==> config.mk <==
export PLATFORM = sky130hd
export DESIGN_NAME = key_event_ctrl
export DESIGN_NICKNAME = d
export VERILOG_FILES = /design/src/rtl/key_event_ctrl.sv
export SDC_FILE = /design/constraint.sdc
export NUM_CORES = 1
export LEC_CHECK = 0
export BUFFER_PORTS_ARGS = -buffer_cell sky130_fd_sc_hd__buf_2
export CAP_MARGIN = 20
export CORE_MARGIN = 2
export CORE_UTILIZATION = 61
export CTS_CLUSTER_DIAMETER = 200
export DETAILED_ROUTE_END_ITERATION = 10
export HOLD_SLACK_MARGIN = 0.03
export PLACE_DENSITY_LB_ADDON = 0.25
export REMOVE_ABC_BUFFERS = 1
export SLEW_MARGIN = 10
export SYNTH_ARGS = -nofsm -noshare
export SYNTH_HDL_FRONTEND = slang
export SYNTH_SLANG_ARGS = --single-unit
==> constraint.sdc <==
create_clock -name clk -period 2.57 [get_ports clk]
set_input_delay 0.514 -clock clk [delete_from_list [all_inputs] [get_ports clk]]
set_output_delay 0.514 -clock clk [all_outputs]
set_load 0.01 [all_outputs]
==> src/rtl/key_event_ctrl.sv <==
// Key event classifier: turns debounced press/release edges into click,
// double-click, long-press and auto-repeat pulses using one shared timer.
module key_event_ctrl #(
    parameter int LONG_CNT   = 50_000_000,
    parameter int GAP_CNT    = 15_000_000,
    parameter int REPEAT_CNT = 10_000_000,
    parameter int CNT_W      = 26
) (
    input  logic       clk,
    input  logic       reset_n,
    input  logic       en,
    input  logic       key_flag,
    input  logic       key_state,
    output logic       click_pulse,
    output logic       dclick_pulse,
    output logic       long_pulse,
    output logic       repeat_pulse,
    output logic [1:0] event_code,
    output logic       busy
);

    typedef enum logic [2:0] {
        IDLE,
        PRESS1,
        WAIT2,
        PRESS2,
        LONG_HOLD
    } state_t;

    localparam logic [CNT_W-1:0] LONG_LAST   = CNT_W'(LONG_CNT - 1);
    localparam logic [CNT_W-1:0] GAP_LAST    = CNT_W'(GAP_CNT - 1);
    localparam logic [CNT_W-1:0] REPEAT_LAST = CNT_W'(REPEAT_CNT - 1);

    state_t           r_state;
    logic [CNT_W-1:0] r_cnt;
    logic             r_click;
    logic             r_dclick;
    logic             r_long;
    logic             r_repeat;
    logic [1:0]       r_code;

    logic             w_press;
    logic             w_release;
    logic [CNT_W-1:0] w_cntInc;

    // key_state alone is bounce-prone; only flagged edges carry meaning
    assign w_press   = key_flag & ~key_state;
    assign w_release = key_flag &  key_state;
    assign w_cntInc  = r_cnt + CNT_W'(1);

    // Edge events are tested before terminal counts so an edge always wins a tie
    always_ff @(posedge clk or negedge reset_n) begin
        if (!reset_n) begin
            r_state  <= IDLE;
            r_cnt    <= '0;
            r_click  <= 1'b0;
            r_dclick <= 1'b0;
            r_long   <= 1'b0;
            r_repeat <= 1'b0;
            r_code   <= 2'b00;
        end else begin
            r_click  <= 1'b0;
            r_dclick <= 1'b0;
            r_long   <= 1'b0;
            r_repeat <= 1'b0;
            if (!en) begin
                r_state <= IDLE;
                r_cnt   <= '0;
            end else begin
                case (r_state)
                    IDLE: begin
                        if (w_press) begin
                            r_state <= PRESS1;
                            r_cnt   <= '0;
                        end
                    end
                    PRESS1: begin
                        if (w_release) begin
                            r_state <= WAIT2;
                            r_cnt   <= '0;
                        end else if (r_cnt == LONG_LAST) begin
                            r_long  <= 1'b1;
                            r_code  <= 2'b11;
                            r_state <= LONG_HOLD;
                            r_cnt   <= '0;
                        end else begin
                            r_cnt <= w_cntInc;
                        end
                    end
                    WAIT2: begin
                        if (w_press) begin
                            r_state <= PRESS2;
                            r_cnt   <= '0;
                        end else if (r_cnt == GAP_LAST) begin
                            r_click <= 1'b1;
                            r_code  <= 2'b01;
                            r_state <= IDLE;
                            r_cnt   <= '0;
                        end else begin
                            r_cnt <= w_cntInc;
                        end
                    end
                    PRESS2: begin
                        if (w_release) begin
                            r_dclick <= 1'b1;
                            r_code   <= 2'b10;
                            r_state  <= IDLE;
                            r_cnt    <= '0;
                        end
                    end
                    LONG_HOLD: begin
                        if (w_release) begin
                            r_state <= IDLE;
                            r_cnt   <= '0;
                        end else if (r_cnt == REPEAT_LAST) begin
                            r_repeat <= 1'b1;
                            r_cnt    <= '0;
                        end else begin
                            r_cnt <= w_cntInc;
                        end
                    end
                    default: begin
                        r_state <= IDLE;
                        r_cnt   <= '0;
                    end
                endcase
            end
        end
    end

    assign click_pulse  = r_click;
    assign dclick_pulse = r_dclick;
    assign long_pulse   = r_long;
    assign repeat_pulse = r_repeat;
    assign event_code   = r_code;
    assign busy         = (r_state != IDLE);

endmodule

==> out/metrics.yaml <==
timing:
  slew_violations: 0
  finalCritPeriodShare: 0.8564
  fmax_mhz: 454.4
  skew_ps: 6.816
  rsz0062_at_grt: "no"
  period_needed_ps: 2201
  max_slew_margin: 0.4824
  setup_viol_count_final: 0
  fin_setup_tns_ps: 0
  finalHoldViolCount: 0
  worst_pin_slew_ps: 776.4
setup_path:
  path_class: "flop to flop"
  r2r_slack_ps: 370
  critPathCapture: "r_cnt[25]"
  endpoint_kind: "flop"
  cp_slowest_cell: "dfrtp_1"
  crit_start: "r_cnt[1]"
  regToRegStartpoint: "r_cnt[1]"
  cpPeakStageDelay_ps: 400
  cp_max_fo: 17
  arrival_ps: 2430
  critPathLaunchType: "flop"
  path_cells: "ha_1 > nand3_1 > nor3_1 > nor4_1 > a211o_1 > buf_4 > nor2_4 > o211ai_1"
  worstPathRequired_ps: 2800
  r2r-end: "r_cnt[25]"
  reg2reg_depth: 8
job:
  cap_violations: 0
clock_tree:
  post_cts_buffers: 0
  cts_buffer_depth: 2
  cts_buffers: 5
  cts_sinks: 35
  post_cts_resized: 0
  clk_latency_ps: 340
  cts_root_buf: "clkbuf_4"
  htree_levels: 2
  cts_tree: "done"
  clkTransAtPathRegs_ps: 100
  postCtsHoldBufs: 0
logic_synthesis:
  syn_area_per_cell_um2: 7.824
  ys_ff_latch: 35
  synth_cell_types: 44
  synth_cells: 280
  ys.flop_type: "dfrtp_1"
  synthArstFlopShare: 1.000
  seq_area_frac_synth: 0.3998
  synth_edf_count: 0
  synth_area_mm2: 0.002191
  synth_warnings: 0
power_and_ir_drop:
  irDropWorstVdd_mv: 0.3531
  p_comb_frac: 0.127
  p_per_area_mw_per_mm2: 437.4
  clkPwrFrac: 0.295
  total_power_uw: 1037
  power_switching_uw: 290.3
  internal-power_uw: 746.2
  cellLeakagePower_uw: 0.001076
  switching_share: 0.2801
  sequentialPowerShare: 0.578
placement:
  portBuffers: 11
  hpwl_um: 3501
  gp_congestion: 0.8573
  dp_cells: 334
  place_area_mm2: 0.002313
floorplanning:
  ioPinCount: 12
  die-area_mm2: 0.004087
  fp.dieW_um: 63.93
  row_count: 21
  core_area_mm2: 0.003390
  die_h_um: 63.93
  initial_core_util: 0.6464
routing:
  dr.pass1.iters: 5
  vias: 2089
  ant_nets: 0
  drtIter0Drc: 226
  wire_per_inst_um: 14.87
  vias_per_cell: 6.126
  routed_wirelength_um: 5069
  route.detailed.drc: 0
finish:
  post-route-cell-area_mm2: 0.002370
  n_antenna_cell: 0
  nFillCells: 283
  fin_cells: 341
  drive_above_1_share: 0.1119
  nets: 301
  final_core_util: 0.6992
  area_growth_pct: 8.167
outcome:
  status: "complete, no violations"
global_route:
  grt_usage: 0.2695
  grt_antenna_before_repair: 0
  grt_pass1_vias: 1942
  grt_max_degree: 36
  overflow: 0
  grt_pass1_wl_um: 8714
hold_path:
  hold_path.class: "primary input to async pin"
==> final cells by class <==
cell class,count,area (um^2),area share
Tap cell,46,57.56,0.02429
Clock buffer,6,51.30,0.02165
Sequential cell,35,875.8,0.3696
Timing Repair Buffer,18,107.6,0.04541
Multi-Input combinational cell,228,1246,0.5259
Inverter,7,26.28,0.01109
Clock inverter,1,5.005,0.002112
==> flip-flops by register name, indices dropped and copies added (netlist names) <==
name	cells
click_pulse	1
repeat_pulse	1
event_code	2
dclick_pulse	1
r_cnt	26
r_state	3
long_pulse	1
==> cell families after synthesis <==
group,share of synthesized area
XOR/XNOR,0.003998
flip-flops,0.3998
AO/OA/AOI/OAI,0.1656
buffers and inverters,0.03312
AND/OR/NAND/NOR,0.3918
adder cells (fa/ha/maj),0.005710
==> how the worst min path moves through the flow <==
stage | endpoint | slack [ps] | cells past startpoint
after floorplan | click_pulse | 220 | 0
after global placement | event_code[0] | 490 | 1
after detailed placement | event_code[0] | 490 | 1
after CTS | r_cnt[25] | 260 | 1
after global routing | r_cnt[25] | 300 | 1
final | r_cnt[25] | 240 | 1
==> per-stage QoR <==
| stage | setup WS [ps] | hold WS (ps) |
|---|---|---|
| after floorplan | 100.7 | 218.4 |
| after global placement | 379.8 | 490.6 |
| after detailed placement | 309.9 | 494.3 |
| after CTS | 362.5 | 258.3 |
| after global routing | 178.8 | 295.9 |
| final | 369.1 | 238.8 |
==> Yosys cell counts, types with 2 or more instances <==
library cell | number | share of area
nand2_1 | 63 | 0.11
dfrtp_1 | 35 | 0.40
nor2_1 | 30 | 0.051
o22ai_1 | 17 | 0.049
nand3_1 | 14 | 0.032
nor3_1 | 12 | 0.027
and2_1 | 10 | 0.029
o21ai_0 | 8 | 0.018
buf_2 | 7 | 0.016
inv_1 | 7 | 0.012
nand4_1 | 6 | 0.017
nor2b_1 | 6 | 0.017
o211ai_1 | 6 | 0.021
or3_1 | 6 | 0.017
a21oi_1 | 5 | 0.011
o21ai_1 | 5 | 0.011
and3_1 | 4 | 0.011
and4_1 | 4 | 0.016
a22oi_1 | 3 | 0.010
clkbuf_1 | 3 | 0.0051
nor4_1 | 3 | 0.0086
o21a_1 | 3 | 0.010
nor4b_1 | 2 | 0.0080
==> cell usage in the layout (no fill, tap or decap), types with 2 or more instances in the layout <==
| cell | n |
|---|---|
| nand2_1 | 63 |
| o21ai_1 | 5 |
| o211ai_1 | 6 |
| buf_2 | 11 |
| o21a_1 | 3 |
| a22oi_1 | 3 |
| and4_1 | 4 |
| nand3_1 | 14 |
| buf_4 | 7 |
| nor2b_1 | 6 |
| or3_1 | 6 |
| clkbuf_4 | 5 |
| dfrtp_1 | 35 |
| inv_1 | 7 |
| and2_1 | 10 |
| o22ai_1 | 17 |
| nor4b_1 | 2 |
| nand4_1 | 6 |
| nor2_1 | 30 |
| o21ai_0 | 8 |
| a21oi_1 | 5 |
| and3_1 | 4 |
| nor4_1 | 3 |
| nor3_1 | 12 |
==> routing by layer <==
layer	vias up	GRT usage	routed length (um)	part of all wire
met5	-	0	0	0
met4	0	0.07609	49	0.0097
met3	7	0.06338	244	0.048
met2	56	0.4453	2449	0.48
met1	997	0.3523	2324	0.46
li1	1029	-	-	-
==> critical path, delay by kind of cell (launching register included) <==
family	cells	cell delay, ps
DFF	1	400
AOI/OAI and AO/OA	2	440
adders and majority gates	1	220
and+or+nand+nor	4	800
buffers and inverters	1	210
==> power by group through the flow <==
| stage | Combinational (uW) | Clock, uW | Sequential [uW] |
|---|---|---|---|
| after global routing | 148 | 333 | 603 |
| after global placement | 128 | 0 | 608 |
| after floorplan | 78.6 | 0 | 607 |
| final | 132 | 306 | 599 |
| after detailed placement | 131 | 0 | 609 |
| after CTS | 132 | 314 | 598 |
No activity file was read; power rests on OpenSTA's default activity.
